File: src/rtl/booth4_mult_seq_if.sv
// booth4_mult_seq_if: start/busy/done handshake, operands and product of the Booth multiplier
interface booth4_mult_seq_if #(parameter int WIDTH = 8);
  logic go;
  logic signed_mode;
  logic [WIDTH-1:0] mcand;
  logic [WIDTH-1:0] mplier;
  logic busy;
  logic done;
  logic [2*WIDTH-1:0] product;
  modport master(output go, signed_mode, mcand, mplier, input busy, done, product);
  modport slave(input go, signed_mode, mcand, mplier, output busy, done, product);
endinterface

File: src/rtl/booth4_mult_seq.sv
// booth4_mult_seq: sequential radix-4 Booth multiplier, signed/unsigned per operation, fixed latency
// BOOTH_ZERO_SKIP_EN: a zero operand goes straight to DONE with product 0
module booth4_mult_seq #(parameter int WIDTH = 8) (
  input logic clock,
  input logic reset,
  booth4_mult_seq_if.slave bus
);
  localparam int ITERS = WIDTH / 2 + 1;
  localparam int CW = $clog2(ITERS + 1);
  typedef enum logic [1:0] {IDLE, RUN, DONE} state_t;
  state_t state_q, state_d;
  logic [CW-1:0] cnt_q, cnt_d;
  logic [WIDTH+1:0] m_q, m_d, a_q, a_d, m_cap, q_cap, m2, add, a_sum, a_n;
  logic [WIDTH+2:0] q_q, q_d, q_n;
  logic [2*WIDTH-1:0] product_q, product_d;
  logic zero;
  assign m_cap = bus.signed_mode ? {{2{bus.mcand[WIDTH-1]}}, bus.mcand} : {2'b00, bus.mcand};
  assign q_cap = bus.signed_mode ? {{2{bus.mplier[WIDTH-1]}}, bus.mplier} : {2'b00, bus.mplier};
`ifdef BOOTH_ZERO_SKIP_EN
  assign zero = (bus.mcand == '0) || (bus.mplier == '0);
`else
  assign zero = 1'b0;
`endif
  assign m2 = {m_q[WIDTH:0], 1'b0};
  assign add = (q_q[2:0] == 3'b001 || q_q[2:0] == 3'b010) ? m_q :
               (q_q[2:0] == 3'b011) ? m2 :
               (q_q[2:0] == 3'b100) ? -m2 :
               (q_q[2:0] == 3'b101 || q_q[2:0] == 3'b110) ? -m_q : '0;
  assign a_sum = a_q + add;
  // the two guard bits of A carry the sign, so the shift fill is simply A'[WIDTH+1]
  assign {a_n, q_n} = $signed({a_sum, q_q}) >>> 2;
  always_comb begin
    state_d = state_q;
    cnt_d = cnt_q;
    m_d = m_q;
    q_d = q_q;
    a_d = a_q;
    product_d = product_q;
    if (bus.go && state_q != RUN) begin
      m_d = m_cap;
      q_d = {q_cap, 1'b0};
      a_d = '0;
      cnt_d = zero ? '0 : CW'(ITERS);
      state_d = zero ? DONE : RUN;
      product_d = zero ? '0 : product_q;
    end else if (state_q == RUN) begin
      a_d = a_n;
      q_d = q_n;
      cnt_d = cnt_q - 1'b1;
      state_d = (cnt_q == CW'(1)) ? DONE : RUN;
      product_d = (cnt_q == CW'(1)) ? {a_n[WIDTH-3:0], q_n[WIDTH+2:1]} : product_q;
    end else if (state_q == DONE) begin
      state_d = IDLE;
    end
  end
  always_ff @(posedge clock) begin
    if (reset) begin
      state_q <= IDLE;
      cnt_q <= '0;
      m_q <= '0;
      q_q <= '0;
      a_q <= '0;
      product_q <= '0;
    end else begin
      state_q <= state_d;
      cnt_q <= cnt_d;
      m_q <= m_d;
      q_q <= q_d;
      a_q <= a_d;
      product_q <= product_d;
    end
  end
  assign bus.busy = (state_q == RUN);
  assign bus.done = (state_q == DONE);
  assign bus.product = product_q;
endmodule
File: src/flat_wrapper.sv
// flat-port wrapper written by rule: the top's interface ports become plain ports
module booth4_mult_seq_flat 
#(parameter int WIDTH = 8)
  (clock, reset, bus_go, bus_signed_mode, bus_mcand, bus_mplier, bus_busy, bus_done, bus_product);
  booth4_mult_seq_if #(.WIDTH(WIDTH)) bus_i ();
  input logic clock;
  input logic reset;
  input wire logic [$bits(bus_i.go)-1:0] bus_go;
  input wire logic [$bits(bus_i.signed_mode)-1:0] bus_signed_mode;
  input wire logic [$bits(bus_i.mcand)-1:0] bus_mcand;
  input wire logic [$bits(bus_i.mplier)-1:0] bus_mplier;
  output wire logic [$bits(bus_i.busy)-1:0] bus_busy;
  output wire logic [$bits(bus_i.done)-1:0] bus_done;
  output wire logic [$bits(bus_i.product)-1:0] bus_product;
  assign bus_i.go = bus_go;
  assign bus_i.signed_mode = bus_signed_mode;
  assign bus_i.mcand = bus_mcand;
  assign bus_i.mplier = bus_mplier;
  assign bus_busy = bus_i.busy;
  assign bus_done = bus_i.done;
  assign bus_product = bus_i.product;
  booth4_mult_seq #(.WIDTH(WIDTH)) u_core (.clock(clock), .reset(reset), .bus(bus_i));
endmodule
File: config.mk
export PLATFORM = sky130hd
export DESIGN_NAME = booth4_mult_seq_flat
export DESIGN_NICKNAME = d
export VERILOG_FILES = /design/src/rtl/booth4_mult_seq_if.sv /design/src/rtl/booth4_mult_seq.sv /design/src/flat_wrapper.sv
export SDC_FILE = /design/constraint.sdc
export NUM_CORES = 1
export LEC_CHECK = 0
export CAP_MARGIN = 20
export CORE_MARGIN = 2
export CORE_UTILIZATION = 59
export DETAILED_ROUTE_END_ITERATION = 16
export PLACE_DENSITY = 0.85
export SLEW_MARGIN = 20
export SYNTH_ARGS = -nofsm -noshare
export SYNTH_HDL_FRONTEND = slang
export SYNTH_SLANG_ARGS = --single-unit
File: constraint.sdc
create_clock -name clock -period 9.07 [get_ports clock]
set_input_delay 1.814 -clock clock [delete_from_list [all_inputs] [get_ports clock]]
set_output_delay 1.814 -clock clock [all_outputs]
set_load 0.02 [all_outputs]
# [Word-level counts from Yosys, hierarchy flattened]
# Index checks and enable logic that the tools add are counted.
[op_classes] shift=0 order_cmp=0 eq_ne=10 addsub=4 mux=14 n_reduce_logical=8 bitwise=1 div=0 multipliers=0
[ops] cell="$mux 10" count=6
[ops] cell="$mux 11" count=2
[ops] cell="$neg 10->10" count=2
[ops] cell="$add 10x10->10" count=1
[ops] cell="$eq 3x3->1 const B" count=3
[ops] cell="$eq 3x1->1 const B" count=2
[ops] cell="$eq 3x2->1 const B" count=2
[ops] cell="$mux 2" count=3
[ops] cell="$mux 3" count=2
[ops] cell="$reduce_bool 2->1" count=2
[ops] cell="$reduce_and 3->1" count=1
[ops] cell="$reduce_bool 3->1" count=1
[ops] cell="$sub 3x1->3 const B" count=1
[ops] cell="$eq 2x1->1 const B" count=1
[ops] cell="$eq 2x2->1 const B" count=1
[ops] cell="$logic_or 1x1->1" count=2
[ops] cell="$ne 2x1->1 const B" count=1
[ops] cell="$reduce_or 2->1" count=1
[ops] cell="$logic_and 1x1->1" count=1
[ops] cell="$mux 1" count=1
[ops] cell="$not 1->1" count=1
[word_totals] rom_bits=0 n_memories=0 mem_bits_rw=0 register_bits=50 latchBits=0

# [Longest topological paths before layout]
# Gate-level depths: netlist (run 1).
[depth] depth_word=9 mapped_depth=15 ltp_nobuf=15

# [Worst setup path after synthesis (run 1)]
# OpenSTA, ideal clock, no wires.
[synth_timing] path_type="reg2reg" start="reg u_core.m_q[2]" end="reg u_core.a_q[7] (netlist name)" n_path_buf=1 arrival_ns=3.313 required_ns=8.998 path_stages_with_launch=14 path_slack_ns=5.686 period_less_slack_ns=3.384 cell_sequence="dfxtp_1 -> buf_6 -> or4_4 -> or4_4 -> a221o_1 -> a2bb2oi_1 -> o22a_1 -> ha_1 -> a21oi_1 -> o21ai_0 -> a41o_1 -> or3_1 -> mux2i_1 -> mux2i_1"
[synth_between] elab_chain_cells=6
[synth_rtl] item="from (decl)" line_no="booth4_mult_seq.sv:13" rtl="logic [WIDTH+1:0] m_q, m_d, a_q, a_d, m_cap, q_cap, m2, add, a_sum, a_n;"
[synth_rtl] item="from (signal assigned)" line_no="booth4_mult_seq.sv:67" rtl="m_q <= m_d;"
[synth_rtl] item="$neg 10->10" line_no="booth4_mult_seq.sv:28" rtl="(q_q[2:0] == 3'b101 || q_q[2:0] == 3'b110) ? -m_q : '0;"
[synth_rtl] item="$mux 10" line_no="booth4_mult_seq.sv:28"
[synth_rtl] item="$mux 10" line_no="booth4_mult_seq.sv:27" rtl="(q_q[2:0] == 3'b100) ? -m2 :"
[synth_rtl] item="$mux 10" line_no="booth4_mult_seq.sv:26" rtl="(q_q[2:0] == 3'b011) ? m2 :"
[synth_rtl] item="$mux 10 *" line_no="booth4_mult_seq.sv:25" rtl="assign add = (q_q[2:0] == 3'b001 || q_q[2:0] == 3'b010) ? m_q :"
[synth_rtl] item="$add 10x10->10 *" line_no="booth4_mult_seq.sv:29" rtl="assign a_sum = a_q + add;"
# Every way passes the cells marked *; elsewhere a longest branch is shown, timed or not.
# A chain may end at the register's enable or synchronous reset.

# [Final worst setup path (run 1)]
[layout_timing] start="in bus_go" end="reg u_core.a_q[5]"
[layout_between] elab_chain_cells=2
[layout_rtl] item="from (decl)" line_no="flat_wrapper.sv:8" rtl="input wire logic [$bits(bus_i.go)-1:0] bus_go;"
[layout_rtl] item="$logic_and 1x1->1" line_no="booth4_mult_seq.sv:39" rtl="if (bus.go && state_q != RUN) begin"
[layout_rtl] item="$reduce_or 2->1 (no line)"
[layout_rtl] item="to (signal assigned)" line_no="booth4_mult_seq.sv:62" rtl="a_q <= '0;"
[layout_rtl] item="to (signal assigned)" line_no="booth4_mult_seq.sv:69" rtl="a_q <= a_d;"
[layout_rtl] item="to (decl)" line_no="booth4_mult_seq.sv:13"
# No other way between the ends.

==> results of run 1 <==
==> metal layers <==
metal  wire length [um]  vias to the layer above  global-route usage  part of all wire
met5                  0                        -                   0                 0
met4                118                        0              0.0828             0.017
met3                327                       14              0.0384             0.048
met2               3320                       79               0.459              0.48
met1               3090                     1287               0.348              0.45
li1                   -                     1374                   -                 -
==> state kept, by name, indices dropped and copies added (netlist names) <==
register,cells
u_core.a_q,8
u_core.state_q,2
u_core.cnt_q,3
u_core.q_q,11
u_core.m_q,9
u_core.bus.product,16
==> worst max-delay path: stages <==
cell	delay, ns
clkdlybuf4s50_1	0.87
nor2b_1	0.77
nor2_1	0.23
nand3_1	0.14
nor2_1	0.04
a311o_1	0.27
==> power groups by stage <==
| stage | Clock [W] | Sequential, W | Combinational (W) |
|---|---|---|---|
| global placement | 0 | 0.000243 | 0.000114 |
| finish | 0.000150 | 0.000239 | 0.000119 |
| CTS | 0.000153 | 0.000239 | 0.000118 |
| detailed placement | 0 | 0.000243 | 0.000117 |
| global route | 0.000161 | 0.000241 | 0.000132 |
| floorplan | 0 | 0.000238 | 0.0000899 |
==> layout make-up <==
type	instances	area share
clock buffers	5	0.0207
clock inverters	2	0.0105
inverters	14	0.0158
multi-input cells	295	0.522
flip-flops and latches	49	0.295
well taps	54	0.0203
repair buffers	39	0.116
==> path summary, 6_finish.rpt <==
kind | start | to | slack (ns) | cells after the start
hold / removal | u_core.bus.product[6] | u_core.bus.product[6] | 0.46 | 2
hold reg to reg | u_core.bus.product[6] | u_core.bus.product[6] | 0.46 | 2
setup reg to reg | u_core.m_q[1] | u_core.a_q[7] | 5.28 | 15
setup / recovery | bus_go | u_core.a_q[5] | 5.10 | 6
==> per-stage QoR <==
step                instances  utilization
finish                    458        0.709
floorplan                 381            -
global placement          451        0.686
detailed placement        451        0.686
CTS                       458        0.708
global route              458        0.709
==> synthesized netlist by cell type (2+ instances only) <==
cell | n | share of area
ha_1 | 14 | 0.061
or2_2 | 2 | 0.0044
o21ai_0 | 20 | 0.035
nand2_1 | 68 | 0.089
mux2i_1 | 16 | 0.056
nor2_1 | 41 | 0.054
nor2b_1 | 5 | 0.011
o31ai_1 | 2 | 0.0052
a22oi_1 | 4 | 0.010
a311o_1 | 2 | 0.0070
inv_1 | 14 | 0.018
xor2_1 | 2 | 0.0061
nand3_1 | 8 | 0.014
dfxtp_1 | 49 | 0.34
a21oi_1 | 52 | 0.091
or4_4 | 2 | 0.0079
clkbuf_1 | 16 | 0.021
or4_1 | 2 | 0.0052
a211oi_1 | 6 | 0.016
buf_1 | 6 | 0.0079
and2_1 | 2 | 0.0044
or3_1 | 6 | 0.013
nor3_1 | 7 | 0.012
xnor2_1 | 7 | 0.021
nor4b_1 | 2 | 0.0061
nand2b_1 | 2 | 0.0044
o22ai_1 | 3 | 0.0066
nor3b_1 | 5 | 0.013
==> cell families after synthesis <==
group                    count (synthesis)
XOR/XNOR                                 9
adder cells (fa/ha/maj)                 15
multiplexers                            17
AO/OA/AOI/OAI                          101
AND/OR/NAND/NOR                        153
flip-flops                              49
buffers and inverters                   37
==> impl_metrics.yaml, run 1 <==
sta:
  setup_viol: 0
  fin_ws_ns: 5.10
  worst_pin_slew_ns: 0.854
  hold_viol: 0
  relSlewSlack: 0.429
  grt_setup_unrepaired: "false"
  skew_ns: 0.00536
  post-route-min-period_ns: 3.97
  slew_viol_final: 0
  tns_ns: 0
  timing.hold.ws_ns: 0.460
  fin_crit_sh: 0.437
  timing.fmax_mhz: 252
global_route:
  first_global_vias: 2559
  grt_usage: 0.268
  grt_pass1_wl_mm: 11.6
  antenna_found_initial: 0
  grt_max_degree: 46
  grt-ovfl-total: 0
clock_network:
  clk_latency_ns: 0.30
  clk_path_buf_depth: 2
  cts_setup_buffers: 0
  htreeDepth: 2
  clock-root-buffer: "clkbuf_8"
  cts_inserted_buffers: 5
  cts_tree: "yes"
  path_clk_slew_ns: 0.08
  cts_resized: 0
  hold_buffers: 0
  clock-sinks: 49
drt:
  vias: 2754
  final_antenna_net_count: 0
  vias_per_cell: 6.01
  routed_wl_mm: 6.85
  drc: 0
  first_pass_iters: 4
  drtIter0Drc: 270
  wire_per_inst_um: 15.0
synth:
  ys_warn_count: 0
  muxShareOfSynthArea: 0.0599
  synth.avg_cell_area_um2: 7.51
  synth_fa_ha_area_frac: 0.0682
  synth.net_count: 416
  synth-compound-area-share: 0.209
  netlist_area_mm2: 0.00286
  synth_flop_cell: "dfxtp_1"
  syn_inst: 381
  yosysUniqueCellTypes: 44
  yosys.area_share.simple: 0.241
  ys_ff_latch: 49
  synth_edf_count: 0
  synth_xor_area_frac: 0.0276
  synthArstFlopShare: 0
  ys_seq_area_frac: 0.343
  synth_top_family_by_area: "simple AND/OR/NAND/NOR gates"
pwr:
  p_seq_frac: 0.471
  intPower_w: 0.000357
  p_comb_frac: 0.234
  p_sw_w: 0.000152
  total_power_w: 0.000508
  power_density_mw_per_mm2: 153
  leakagePower_nw: 1.28
  p_clk_frac: 0.295
  netSwitchingFraction: 0.298
  vdd_ir_drop_max_mv: 0.143
floorplanning:
  die_w_um: 73.6
  die_h_um: 73.6
  start_util: 0.610
  core_area_mm2: 0.00469
  dieArea_mm2: 0.00542
  ios: 38
  rows: 25
cells_and_area:
  drive_gt1_frac: 0.0371
  fillers: 383
  synthToLayoutAreaGrowth_pct: 16.3
  mostFrequentLayoutCells: "nand2_1, a21oi_1, dfxtp_1"
  stdcell_area_mm2: 0.00333
  multi_input_area_mm2: 0.00174
  antenna_cells: 0
  register_area_um2: 981
  final_common_cell: "nand2_1"
  fin_nets: 439
worst_setup_path:
  worstPathMaxFanout: 14
  critPathCaptureType: "flop"
  arrival_ns: 4.15
  critPathLaunchType: "input pin"
  criticalPathCategory: "input pin to flop"
  required_ns: 9.26
place:
  place_hpwl_mm: 4.86
  placed_cell_area_mm2: 0.00322
  place_ws_ns: 4.84
  gp_congestion: 0.932
  io_buffers: 37
hold_path:
  holdCritPathClass: "flop to flop"
job:
  max-cap-violations: 0
run_status:
  status: "complete, no violations"
No activity file was read; power rests on OpenSTA's default activity.
==> inputs of run 2 (changes only) <==
Settings changed: CORE_UTILIZATION 59 to 55, PLACE_DENSITY 0.85 to 0.8.
Clock period 9.07 ns to 3.9 ns, I/O delays scaled along.
==> run 2 against run 1 <==
Die area rose by 6.9%. Register-to-register slack worse by 4.9 ns. Sequential power up 130%. Flip-flop and latch count stayed put. Design area increased by 1.6%. Worst setup slack worse by 4.7 ns. Largest cell class unchanged. Largest power group unchanged. Critical endpoint is now u_core.a_q[7]. Critical path depth up 6. Via count up 1.3%. Global-route usage is 3.0 points lower.
==> impl_metrics.yaml, run 2 (synthesis gave the netlist of run 1 again) <==
run_status:
  status: "complete, no violations"
sta:
  fin_crit_sh: 0.908
  setup_viol: 0
  slew_viol_final: 0
  hold_viol: 0
  tns_ns: 0
  relSlewSlack: 0.603
  worst_pin_slew_ns: 0.594
  grt_setup_unrepaired: "false"
  post-route-min-period_ns: 3.54
  timing.fmax_mhz: 282
  skew_ns: 0.00428
worst_setup_path:
  critPathLaunchType: "flop"
  criticalPathCategory: "flop to flop"
  critPathMaxStageDelay_ns: 0.57
  worstPathMaxFanout: 6
  reg2reg_to: "u_core.a_q[7]"
  critPathCaptureType: "flop"
  r2r_start: "u_core.m_q[0]"
  reg2regPathDepth: 12
  required_ns: 4.15
  path_cells: "or4_4, or4_4, a221o_1, a2bb2oi_1, o22a_1, ha_1, a21oi_1, o21ai_0, a41o_1, or3_1, mux2i_1, mux2i_1"
  arrival_ns: 3.79
  critPathSlowestCell: "or4_4"
  ff2ff_setup_slack_ns: 0.36
cells_and_area:
  final_cells: 480
  mostFrequentLayoutCells: "nand2_1, a21oi_1, dfxtp_1"
  final_common_cell: "nand2_1"
  synthToLayoutAreaGrowth_pct: 18.2
  stdcell_area_mm2: 0.00338
  antenna_cells: 0
  largest_reg_flops: 16
  fin_util: 0.666
  drive_gt1_frac: 0.0488
  fin_nets: 444
clock_network:
  path_clk_slew_ns: 0.10
  clock-sinks: 49
  cts_setup_buffers: 0
  clk_path_buf_depth: 2
  cts_inserted_buffers: 5
  cts_tree: "yes"
  hold_buffers: 0
  clock-root-buffer: "clkbuf_8"
  htreeDepth: 2
  cts_resized: 0
  clk_latency_ns: 0.31
global_route:
  grt_use_met3: 0.0367
  grt_max_degree: 43
  grt_use_met1: 0.334
  antenna_found_initial: 0
  first_global_vias: 2428
  grt.busiest_layer: "met2"
  grt_pass1_wl_mm: 11.5
  grtUsageMet2: 0.382
  grt_usage: 0.238
  grt-ovfl-total: 0
drt:
  final_antenna_net_count: 0
  first_pass_iters: 5
  drtIter0Drc: 187
  routed_wl_mm: 6.80
  wire_per_inst_um: 14.2
  vias_per_cell: 5.81
  drc: 0
  vias: 2789
floorplanning:
  dieArea_mm2: 0.00579
  start_util: 0.564
  core_area_mm2: 0.00507
  die_w_um: 76.1
  rows: 26
  die_h_um: 76.1
  ios: 38
place:
  io_buffers: 37
  placed_cell_area_mm2: 0.00328
  place_inst: 472
  gp_congestion: 0.931
  place_hpwl_mm: 4.93
hold_path:
  min_to: "u_core.bus.product[1]"
  whs_path_depth: 2
  holdCritPathClass: "flop to flop"
  min_from: "u_core.bus.product[1]"
pwr:
  power_density_mw_per_mm2: 345
  total_power_w: 0.00117
  leakagePower_nw: 1.30
  vdd_ir_drop_max_mv: 0.224
job:
  max-cap-violations: 0
==> run 2: worst max-delay path by stage <==
stage                   from       endpoint  slack [ns]  depth (start not counted)
2_1_floorplan  u_core.m_q[2]  u_core.a_q[7]        0.52                         13
3_5_place_dp   u_core.m_q[0]  u_core.a_q[7]        0.39                         12
3_3_place_gp   u_core.m_q[0]  u_core.a_q[7]        0.44                         12
4_1_cts        u_core.m_q[0]  u_core.a_q[7]        0.36                         12
5_1_grt        u_core.m_q[0]  u_core.a_q[7]        0.16                         12
6_report       u_core.m_q[0]  u_core.a_q[7]        0.36                         12
==> run 2: layer usage <==
metal / share of wire / vias up
li1: - / 1384
met5: 0 / -
met3: 0.055 / 11
met2: 0.47 / 96
met1: 0.46 / 1298
met4: 0.013 / 0
==> run 2: area by class of cell <==
class | count | area, um^2
clock inverter | 3 | 33.8
sequential | 49 | 981
tap | 70 | 87.6
multi-input combinational | 295 | 1730
clock buffer | 5 | 68.8
timing repair buffer | 44 | 423
inverter | 14 | 52.6
fill | 465 | 1700
==> run 2: worst max-delay path: cells and delay by family, from the launching register on <==
kind	cells	cell delay, ns
AO/OA/AOI/OAI	6	1.12
adder cells (fa/ha/maj)	1	0.34
flip-flops	1	0.36
multiplexers	2	0.34
AND/OR/NAND/NOR	3	1.31
==> run 2: power breakdown <==
| part | total, W | internal [W] | switching, W |
|---|---|---|---|
| Sequential | 0.000554 | 0.000524 | 0.0000299 |
| Clock | 0.000330 | 0.000134 | 0.000196 |
| Combinational | 0.000282 | 0.000125 | 0.000157 |
==> run 2: through the flow <==
step	setup WS [ns]	hold slack, ns
2_1_floorplan	0.516	0.440
3_3_place_gp	0.442	0.442
3_5_place_dp	0.386	0.449
4_1_cts	0.362	0.466
5_1_grt	0.165	0.488
6_report	0.359	0.464
==> inputs of run 3 (changes only) <==
Settings changed: CORE_ASPECT_RATIO set to 0.5.
==> run 3 against run 2 <==
Die area grew 0.60%. Clock skew grew 0.0029 ns. Design area grew 0.56%. Power grew 0.95%. Flip-flop and latch count is the same. Maximum frequency shrank 1.1%. Worst setup slack lost 0.040 ns. Utilization grew 1.7 points. Register-to-register slack lost 0.04 ns. Largest cell class unchanged.
==> impl_metrics.yaml, run 3 (synthesis gave the netlist of run 1 again) <==
run_status:
  status: "complete, no violations"
global_route:
  grt_pass1_wl_mm: 11.6
  grt-ovfl-total: 0
  grt_usage: 0.257
  first_global_vias: 2424
  grt_max_degree: 28
  antenna_found_initial: 0
worst_setup_path:
  endpoint: "u_core.a_q[7]"
  reg2reg_to: "u_core.a_q[7]"
  required_ns: 4.14
  crit_start: "u_core.m_q[0]"
  path_cells: "or4_4, or4_4, a221o_1, a2bb2oi_1, o22a_1, ha_1, a21oi_1, o21ai_0, a41o_1, or3_1, mux2i_1, mux2i_1"
  critPathCaptureType: "flop"
  r2r_start: "u_core.m_q[0]"
  critPathSlowestCell: "or4_4"
  critPathLaunchType: "flop"
  arrival_ns: 3.82
  criticalPathCategory: "flop to flop"
  critPathMaxStageDelay_ns: 0.59
  ff2ff_setup_slack_ns: 0.32
  reg2regPathDepth: 12
  worstPathMaxFanout: 6
sta:
  slew_viol_final: 0
  grt_setup_unrepaired: "false"
  worst_pin_slew_ns: 0.656
  hold_viol: 0
  relSlewSlack: 0.561
  tns_ns: 0
  skew_ns: 0.00721
  timing.hold.ws_ns: 0.459
  timing.fmax_mhz: 279
  setup_viol: 0
  post-route-min-period_ns: 3.58
  fin_crit_sh: 0.918
drt:
  wire_per_inst_um: 14.9
  vias: 2775
  first_pass_iters: 5
  drc: 0
  routed_wl_mm: 7.22
  vias_per_cell: 5.75
  final_antenna_net_count: 0
  drtIter0Drc: 220
clock_network:
  path_clk_slew_ns: 0.09
  clock-root-buffer: "clkbuf_8"
  clk_path_buf_depth: 2
  cts_tree: "yes"
  hold_buffers: 0
  clk_latency_ns: 0.31
  clock-sinks: 49
  cts_inserted_buffers: 5
  cts_resized: 0
  htreeDepth: 2
  cts_setup_buffers: 0
place:
  gp_congestion: 0.846
  place_hpwl_mm: 5.24
  placed_cell_area_mm2: 0.00330
  io_buffers: 37
pwr:
  leakagePower_nw: 1.32
  power_density_mw_per_mm2: 346
  p_sw_w: 0.000379
  p_seq_frac: 0.470
  p_clk_frac: 0.282
  vdd_ir_drop_max_mv: 0.177
  p_comb_frac: 0.248
  netSwitchingFraction: 0.322
  intPower_w: 0.000798
floorplanning:
  die_w_um: 106
  rows: 18
  die_h_um: 55.0
  start_util: 0.575
  core_area_mm2: 0.00498
  ios: 38
  dieArea_mm2: 0.00583
cells_and_area:
  stdcell_area_mm2: 0.00340
  mostFrequentLayoutCells: "nand2_1, a21oi_1, dfxtp_1"
  final_common_cell: "nand2_1"
  fin_util: 0.683
  drive_gt1_frac: 0.0557
  largest_reg_flops: 16
  antenna_cells: 0
  fin_nets: 447
  synthToLayoutAreaGrowth_pct: 18.8
job:
  max-cap-violations: 0
hold_path:
  holdCritPathClass: "flop to flop"
run 3: changes by cell type in the layout (fill, tap and decap cells not counted), sizes merged:
cell,delta
clkinv,-3
clkinvlp,+1
inv,+1
clkbuf,+1
buf,+3
run 3: worst max-delay path: cells and delay by family, from the launching register on:
kind	cells	cell delay [ns]
and+or+nand+nor	3	1.33
AOI/OAI and AO/OA	6	1.12
DFF	1	0.36
muxes	2	0.36
adders and majority gates	1	0.34
run 3: worst min path at each step:
stage	cells past startpoint	endpoint	slack (ns)	start
floorplan	2	u_core.bus.product[6]	0.44	u_core.q_q[9]
global placement	2	u_core.bus.product[7]	0.44	u_core.bus.product[7]
detailed placement	2	u_core.bus.product[7]	0.45	u_core.bus.product[7]
CTS	2	u_core.bus.product[7]	0.46	u_core.bus.product[7]
global route	2	u_core.bus.product[7]	0.48	u_core.bus.product[7]
finish	2	u_core.bus.product[7]	0.46	u_core.bus.product[7]
run 3: power by group through the flow:
| stage | registers [W] | logic, W | clock network [W] |
|---|---|---|---|
| floorplan | 0.000554 | 0.000209 | 0 |
| global placement | 0.000562 | 0.000280 | 0 |
| detailed placement | 0.000563 | 0.000289 | 0 |
| CTS | 0.000552 | 0.000290 | 0.000337 |
| global route | 0.000556 | 0.000324 | 0.000358 |
| finish | 0.000553 | 0.000293 | 0.000332 |
run 3: metrics by stage:
step | std cells | total power [W] | setup slack [ns]
after floorplan | 381 | 0.000763 | 0.516
after global placement | 475 | 0.000842 | 0.436
after detailed placement | 475 | 0.000852 | 0.356
after CTS | 483 | 0.00118 | 0.338
after global routing | 483 | 0.00124 | 0.125
final | 483 | 0.00118 | 0.319
run 3: area by class of cell:
type,instances,area [um^2]
clock inverters,2,16.3
repair buffers,47,445
multi-input cells,295,1730
fillers,415,1580
inverters,14,52.6
flip-flops and latches,49,981
clock buffers,6,82.6
well taps,70,87.6
run 3: layer usage:
metal | up-vias | track usage | wire length (um)
met4 | 0 | 0.0768 | 65
li1 | 1395 | - | -
met2 | 89 | 0.431 | 3270
met3 | 8 | 0.0445 | 497
met5 | - | 0 | 0
met1 | 1283 | 0.349 | 3390
